[src/rtl/agc_io_pkg.sv]
// Shared AGC I/O definitions: DSKY key codes, channel 015 word layout,
// key validity check and the keyboard encoder FSM state encodings.
package agc_io_pkg;

  localparam int unsigned AGC_WORD_W = 15;
  localparam int unsigned KEY_CODE_W = 5;

  localparam logic [AGC_WORD_W-1:0] CHAN15_ADDR = 15'o15;

  // DSKY keypad codes as seen on channel 015
  localparam logic [KEY_CODE_W-1:0] KEY_1     = 5'd1;
  localparam logic [KEY_CODE_W-1:0] KEY_9     = 5'd9;
  localparam logic [KEY_CODE_W-1:0] KEY_0     = 5'd16;
  localparam logic [KEY_CODE_W-1:0] KEY_VERB  = 5'd17;
  localparam logic [KEY_CODE_W-1:0] KEY_RSET  = 5'd18;
  localparam logic [KEY_CODE_W-1:0] KEY_REL   = 5'd25;
  localparam logic [KEY_CODE_W-1:0] KEY_PLUS  = 5'd26;
  localparam logic [KEY_CODE_W-1:0] KEY_MINUS = 5'd27;
  localparam logic [KEY_CODE_W-1:0] KEY_ENTR  = 5'd28;
  localparam logic [KEY_CODE_W-1:0] KEY_CLR   = 5'd30;
  localparam logic [KEY_CODE_W-1:0] KEY_NOUN  = 5'd31;

  // Channel 015 word: key code in the low bits, upper bits always zero
  typedef struct packed {
    logic [AGC_WORD_W-KEY_CODE_W-1:0] pad;
    logic [KEY_CODE_W-1:0]            code;
  } chan15_word_t;

  typedef enum logic [1:0] {
    DB_IDLE,
    DB_ARM,
    DB_HELD,
    DB_RELEASE
  } db_state_e;

  typedef enum logic [1:0] {
    HS_IDLE,
    HS_REQ,
    HS_GAP
  } hs_state_e;

  // True for codes that correspond to a physical DSKY key
  function automatic logic is_valid_key(input logic [KEY_CODE_W-1:0] code);
    logic ok;
    ok = 1'b0;
    if ((code >= KEY_1) && (code <= KEY_9)) ok = 1'b1;
    case (code)
      KEY_0, KEY_VERB, KEY_RSET, KEY_REL, KEY_PLUS,
      KEY_MINUS, KEY_ENTR, KEY_CLR, KEY_NOUN: ok = 1'b1;
      default: ;
    endcase
    return ok;
  endfunction

endpackage

[src/rtl/dsky_key_fifo.sv]
// Synchronous keystroke FIFO. A pop and a push in the same cycle both take
// effect, which also lets a push into a full FIFO succeed when it is popped.
// Ports: clk, rst_n, push_i, pop_i, wdata_i (in); head_c (comb head entry),
// full_o, empty_o (registered status).
module dsky_key_fifo
  import agc_io_pkg::*;
#(
  parameter int unsigned DEPTH  = 4,
  parameter int unsigned DATA_W = KEY_CODE_W
) (
  input  logic              clk,
  input  logic              rst_n,
  input  logic              push_i,
  input  logic              pop_i,
  input  logic [DATA_W-1:0] wdata_i,
  output logic [DATA_W-1:0] head_c,
  output logic              full_o,
  output logic              empty_o
);

  localparam int unsigned PTR_W = $clog2(DEPTH);
  localparam int unsigned CNT_W = PTR_W + 1;

  logic [DATA_W-1:0] mem_q [DEPTH];
  logic [PTR_W-1:0]  rd_ptr_q;
  logic [PTR_W-1:0]  wr_ptr_q;
  logic [CNT_W-1:0]  cnt_q;
  logic [CNT_W-1:0]  cnt_d;
  logic              full_q;
  logic              empty_q;
  logic              do_pop_c;
  logic              do_push_c;

  assign do_pop_c  = pop_i && !empty_q;
  assign do_push_c = push_i && (!full_q || do_pop_c);

  // Occupancy next-state
  always_comb begin
    cnt_d = cnt_q;
    if (do_push_c && !do_pop_c) begin
      cnt_d = cnt_q + CNT_W'(1);
    end else if (do_pop_c && !do_push_c) begin
      cnt_d = cnt_q - CNT_W'(1);
    end
  end

  // Pointers wrap naturally since DEPTH is a power of two
  always_ff @(posedge clk or negedge rst_n) begin
    if (!rst_n) begin
      rd_ptr_q <= '0;
      wr_ptr_q <= '0;
      cnt_q    <= '0;
      full_q   <= 1'b0;
      empty_q  <= 1'b1;
    end else begin
      if (do_push_c) wr_ptr_q <= wr_ptr_q + PTR_W'(1);
      if (do_pop_c)  rd_ptr_q <= rd_ptr_q + PTR_W'(1);
      cnt_q   <= cnt_d;
      full_q  <= (cnt_d == CNT_W'(DEPTH));
      empty_q <= (cnt_d == '0);
    end
  end

  // Storage needs no reset; entries are only read while non-empty
  always_ff @(posedge clk) begin
    if (do_push_c) mem_q[wr_ptr_q] <= wdata_i;
  end

  assign head_c  = mem_q[rd_ptr_q];
  assign full_o  = full_q;
  assign empty_o = empty_q;

endmodule

[src/rtl/dsky_keyboard_encoder.sv]
// DSKY keyboard encoder: debounces the raw keypad scanner, queues one
// keystroke per press and offers the head keystroke to the CPU on channel
// 015 with a KEYRUPT1 request/acknowledge handshake.
// Ports: clk, rst_n, key_down, key_code_in, keyrupt_ack, overflow_clr (in);
// keyrupt_req, chan15_data, overflow (out, all registered).
module dsky_keyboard_encoder
  import agc_io_pkg::*;
#(
  parameter int unsigned DEBOUNCE_CYCLES = 1000,
  parameter int unsigned FIFO_DEPTH      = 4,
  parameter int unsigned GAP_CYCLES      = 2
) (
  input  logic                  clk,
  input  logic                  rst_n,
  input  logic                  key_down,
  input  logic [KEY_CODE_W-1:0] key_code_in,
  output logic                  keyrupt_req,
  output logic [AGC_WORD_W-1:0] chan15_data,
  input  logic                  keyrupt_ack,
  output logic                  overflow,
  input  logic                  overflow_clr
);

  localparam int unsigned DB_CNT_W  = $clog2(DEBOUNCE_CYCLES + 1);
  localparam int unsigned GAP_CNT_W = $clog2(GAP_CYCLES + 1);

  db_state_e             db_state_q, db_state_d;
  logic [DB_CNT_W-1:0]   db_cnt_q, db_cnt_d;
  logic [KEY_CODE_W-1:0] key_q, key_d;
  logic                  push_q, push_d;

  hs_state_e             hs_state_q, hs_state_d;
  logic [GAP_CNT_W-1:0]  gap_q, gap_d;
  logic                  req_q, req_d;
  chan15_word_t          chan15_q, chan15_d;
  logic                  ovf_q, ovf_d;

  logic                  key_ok_c;
  logic                  pop_c;
  logic                  drop_c;
  logic [KEY_CODE_W-1:0] fifo_head_c;
  logic                  fifo_full;
  logic                  fifo_empty;

  // Invalid codes behave exactly like a released key
  assign key_ok_c = key_down && is_valid_key(key_code_in);

  // Debounce FSM: one push per press, release must be stable before re-arming
  always_comb begin
    db_state_d = db_state_q;
    db_cnt_d   = db_cnt_q;
    key_d      = key_q;
    push_d     = 1'b0;
    unique case (db_state_q)
      DB_IDLE: begin
        if (key_ok_c) begin
          key_d      = key_code_in;
          db_cnt_d   = DB_CNT_W'(1);
          db_state_d = DB_ARM;
        end
      end
      DB_ARM: begin
        if (!key_ok_c || (key_code_in != key_q)) begin
          db_state_d = DB_IDLE;
        end else if (db_cnt_q == DB_CNT_W'(DEBOUNCE_CYCLES - 1)) begin
          push_d     = 1'b1;
          db_state_d = DB_HELD;
        end else begin
          db_cnt_d = db_cnt_q + DB_CNT_W'(1);
        end
      end
      DB_HELD: begin
        if (!key_ok_c) begin
          db_cnt_d   = DB_CNT_W'(1);
          db_state_d = DB_RELEASE;
        end
      end
      DB_RELEASE: begin
        if (key_ok_c) begin
          db_state_d = DB_HELD;
        end else if (db_cnt_q == DB_CNT_W'(DEBOUNCE_CYCLES - 1)) begin
          db_state_d = DB_IDLE;
        end else begin
          db_cnt_d = db_cnt_q + DB_CNT_W'(1);
        end
      end
    endcase
  end

  // Handshake FSM: registered request and channel word, enforced low gap
  always_comb begin
    hs_state_d = hs_state_q;
    gap_d      = gap_q;
    req_d      = req_q;
    chan15_d   = chan15_q;
    pop_c      = 1'b0;
    unique case (hs_state_q)
      HS_IDLE: begin
        if (!fifo_empty) begin
          req_d         = 1'b1;
          chan15_d.pad  = '0;
          chan15_d.code = fifo_head_c;
          hs_state_d    = HS_REQ;
        end
      end
      HS_REQ: begin
        if (keyrupt_ack) begin
          pop_c      = 1'b1;
          req_d      = 1'b0;
          chan15_d   = '0;
          gap_d      = '0;
          hs_state_d = HS_GAP;
        end
      end
      HS_GAP: begin
        if (gap_q == GAP_CNT_W'(GAP_CYCLES - 1)) begin
          hs_state_d = HS_IDLE;
        end else begin
          gap_d = gap_q + GAP_CNT_W'(1);
        end
      end
      default: hs_state_d = HS_IDLE;
    endcase
  end

  // A simultaneous pop frees the slot, so only an unpopped full FIFO drops
  assign drop_c = push_q && fifo_full && !pop_c;

  always_comb begin
    ovf_d = ovf_q;
    if (drop_c) begin
      ovf_d = 1'b1;
    end else if (overflow_clr) begin
      ovf_d = 1'b0;
    end
  end

  // Debounce starts in RELEASE so a key held through reset is not taken
  always_ff @(posedge clk or negedge rst_n) begin
    if (!rst_n) begin
      db_state_q <= DB_RELEASE;
      db_cnt_q   <= '0;
      key_q      <= '0;
      push_q     <= 1'b0;
      hs_state_q <= HS_IDLE;
      gap_q      <= '0;
      req_q      <= 1'b0;
      chan15_q   <= '0;
      ovf_q      <= 1'b0;
    end else begin
      db_state_q <= db_state_d;
      db_cnt_q   <= db_cnt_d;
      key_q      <= key_d;
      push_q     <= push_d;
      hs_state_q <= hs_state_d;
      gap_q      <= gap_d;
      req_q      <= req_d;
      chan15_q   <= chan15_d;
      ovf_q      <= ovf_d;
    end
  end

  dsky_key_fifo #(
    .DEPTH  (FIFO_DEPTH),
    .DATA_W (KEY_CODE_W)
  ) u_fifo (
    .clk     (clk),
    .rst_n   (rst_n),
    .push_i  (push_q),
    .pop_i   (pop_c),
    .wdata_i (key_q),
    .head_c  (fifo_head_c),
    .full_o  (fifo_full),
    .empty_o (fifo_empty)
  );

  assign keyrupt_req = req_q;
  assign chan15_data = chan15_q;
  assign overflow    = ovf_q;

endmodule
[config.mk]
export PLATFORM = sky130hd
export DESIGN_NAME = dsky_keyboard_encoder
export DESIGN_NICKNAME = d
export VERILOG_FILES = /design/src/rtl/agc_io_pkg.sv /design/src/rtl/dsky_key_fifo.sv /design/src/rtl/dsky_keyboard_encoder.sv
export SDC_FILE = /design/constraint.sdc
export NUM_CORES = 1
export LEC_CHECK = 0
export CAP_MARGIN = 40
export CELL_PAD_IN_SITES_DETAIL_PLACEMENT = 2
export CELL_PAD_IN_SITES_GLOBAL_PLACEMENT = 2
export CORE_MARGIN = 2
export CORE_UTILIZATION = 39
export CTS_BUF_LIST = sky130_fd_sc_hd__clkbuf_8 sky130_fd_sc_hd__clkbuf_16
export DETAILED_ROUTE_END_ITERATION = 8
export PLACE_DENSITY = 0.82
export SLEW_MARGIN = 20
export SYNTH_ARGS = -nofsm -noshare
export SYNTH_HDL_FRONTEND = slang
export SYNTH_HIERARCHICAL = 1
export SYNTH_SLANG_ARGS = --single-unit
export TNS_END_PERCENT = 20
[constraint.sdc]
create_clock -name clk -period 2.7 [get_ports clk]
set_input_delay 0.27 -clock clk [delete_from_list [all_inputs] [get_ports clk]]
set_output_delay 0.27 -clock clk [all_outputs]
set_load 0.01 [all_outputs]
==> metrics.md <==
| Metric | Value |
|---|---|
| Die H | between 90 and 100 µm |
| Worst-margin pin slew | roughly 0.57 ns |
| Number of synthesized flops with an enable pin | 20 |
| Reg2reg setup slack | 0.49 ns |
| WL final | about 6.8 mm |
| Vias | 1964 |
| First-pass GRT wire length | 11.6 mm |
| Synth Warn # | 6 |
| Fin. max-slew vios | 0 |
| F_max | 0.451 GHz |
| Site Rows | 31 |
| Largest net degree at the start of global routing | 31 |
| PortBufs | 16 |
| Unrepaired setup endpoints after global routing | false |
| Area growth from synthesis to layout | 14.0% |
| Antenna violations before repair | 0 |
| Post-synthesis sequential area ratio | 0.529 |
| CTS Buf Count | 9 |
| Later-pin clock latency in the skew report | roughly 0.34 ns |
| Antenna diodes | 0 |
| Via/cell ratio | around 5.2 |
| Multi-input logic area | 1250 µm² |
| Filler Cell Count | 800 |
| Hpwl dp | around 5.0 mm |
| Die footprint | 8240 µm² |
| Final setup fails | 0 |
| Startpoint Class | input port |
| CP Class | input port to flop |
| Post-Syn Instances | between 200 and 250 |
| Share of the synthesized area in the top cell type | 0.298 |
| Maximum VDD drop | 0.264 mV |
| Drt wl/cell | 18.2 µm |
| Max-cap violation count | 0 |
| Bufs on Longest Clock Path | 2 |
| CORE AREA | ~7300 µm² |
| Hold crit path type | input port to asynchronous set/reset pin |
| CTS sink count | 58 |
| Leak | 1.35 nW |
| Asr flop ratio synth | 0.655 |
| Antenna Nets Post-Route | 0 |
| Clock Skew | 0.00937 ns |
| Routability cong. | 0.731 |
| # nets final | 290 |
| Vias in the first global route | 2188 |
| Share of layout cells above drive strength 1 | 0.184 |
| Fin Hold WS | between 0.3 and 0.4 ns |
| Fin Setup TNS | 0 ns |
| H-tree levels | 3 |
| Final Hold Fails | 0 |
| DRC Markers | 0 |
| Initial DRT Pass Iterations | 4 |
| Worst Path Max Fanout | 11 |
| Tmin final | 2.22 ns |
| Grt ovf | 0 |
| Final worst path period share | 0.822 |
| Global-route usage over all layers | 0.184 |
| Ys flop type | dfrtp_1 |
| Most common cell after layout, fill and taps aside | dfrtp_1 |
| Storage cell area | 1560 µm² |
| Most frequent cells in the layout | 35 x dfrtp_1, 20 x nand2_1, 20 x edfxtp_1 |
| Mean post-synth cell area | ~12 µm² |
| Resized Gates After CTS | 0 |
| Synth unique cells | 58 |
| Synthesis-stage register bit count | 58 |
| Synth area leader | dfrtp_1 |
| Mapped Area | 2940 µm² |
| WP data arrival | between 2 and 2.5 ns |
| Max-slew headroom | 0.614 |
| Clock root buffer | clkbuf_8 |
| Status | complete, no violations |
| Die width | 90.8 µm |
| Worst setup EP type | flop |
| Clock transition at path regs | approximately 0.070 ns |
| CTS tree | done |
| Pwr dens | 827 nW/µm² |
| IO Pins | 27 |
| Synth area leaders | dfrtp_1 30%, edfxtp_1 20%, mux4_2 3.8% |
| Starting density of the core | 0.403 |
| Critical Path RT | about 2.9 ns |
| 1st-iter DRT viols | 38 |
-- synth_stat cells (all sizes together), types with 2 or more instances --
library cell	count
dfrtp	35
nor2	16
o211ai	2
a211o	7
mux2	6
a21oi	7
nand2b	2
nor2b	2
a22oi	5
and2b	2
nor3b	3
dfstp	3
buf	14
a21o	2
xor2	2
nor4	4
o21ai	15
or3	2
ha	8
nand2	20
edfxtp	20
or4	3
and2	5
nand3	9
nor3	5
mux4	5
inv	13
clkbuf	3
or2	2
xnor2	9
-- worst paths after layout --
path | end | startpoint | cells past startpoint
min | chan15_data[0]$_DFFE_PN0P_ | rst_n | 2
max | db_cnt_q[2]$_DFFE_PN0P_ | key_code_in[4] | 7
max in group asynchronous | db_state_q[0]$_DFFE_PN1P_ | rst_n | 3
min reg2reg | hs_state_q[0]$_DFFE_PN0P_ | hs_state_q[1]$_DFFE_PN0P_ | 1
max reg2reg | db_cnt_q[2]$_DFFE_PN0P_ | key_q[4]$_DFFE_PN0P_ | 6
min in group clk | hs_state_q[0]$_DFFE_PN0P_ | hs_state_q[1]$_DFFE_PN0P_ | 1
-- stage by stage --
step | instances | utilization | area (µm²) | total power [mW] | worst slack [ns]
after floorplan | 257 | - | 2970 | 1.82 | 0.790
after global placement | 358 | 0.432 | 3150 | 2.02 | 0.182
after detailed placement | 359 | 0.435 | 3170 | 2.10 | 0.104
after CTS | 376 | 0.459 | 3350 | 2.82 | 0.434
after global routing | 376 | 0.459 | 3350 | 2.96 | 0.350
final | 376 | 0.459 | 3350 | 2.77 | 0.482
-- state kept, by name (all words and copies together) (netlist names), 2 cells and up --
signal / flops
u_fifo/mem_q: 20
db_cnt_q: 10
chan15_data: 5
key_q: 5
u_fifo/cnt_q: 3
db_state_q: 2
gap_q: 2
hs_state_q: 2
u_fifo/rd_ptr_q: 2
u_fifo/wr_ptr_q: 2
-- what timing repair did --
item                      CTS  global route
hold buffers                1             0
buffers inserted            0             0
hold endpoints to repair    8             0
-- logic make-up after synthesis --
kind of cell / after synthesis / share of synthesized area
and+or+nand+nor: 79 / 0.145
AOI/OAI and AO/OA: 50 / 0.134
other: 1 / 0.00128
adders and majority gates: 8 / 0.0341
xor gates and xnor gates: 11 / 0.0354
muxes: 11 / 0.0626
buffers and inverters: 30 / 0.0579
DFF: 58 / 0.529
-- worst max-delay path: stages --
cell and delay [ns]:
clkdlybuf4s50_1 0.57, and2b_2 0.25, o21ai_2 0.17, o2111ai_4 0.19
a211o_1 0.32, a21o_1 0.31, a211o_2 0.37
-- area by class of cell --
cell class,count,area share
clock inverters,6,0.00859
well taps,99,0.0370
multi-input cells,169,0.372
flip-flops and latches,58,0.464
repair buffers,21,0.0620
clock buffers,10,0.0411
inverters,13,0.0146
-- layer usage --
metal	vias to the layer above	global-route usage	wire, µm
li1	920	-	-
met4	0	0.0682	102
met3	7	0.0434	202
met2	31	0.335	3650
met1	1006	0.208	2890
met5	-	0	0
-- power breakdown --
part / switching, mW / total [mW] / internal, mW / leakage, nW
combinational: 0.376 / 0.770 / 0.394 / 0.604
clock: 0.345 / 0.690 / 0.344 / 0.0958
sequential: 0.224 / 1.31 / 1.09 / 0.651
Power figures use the tool's default switching activity.
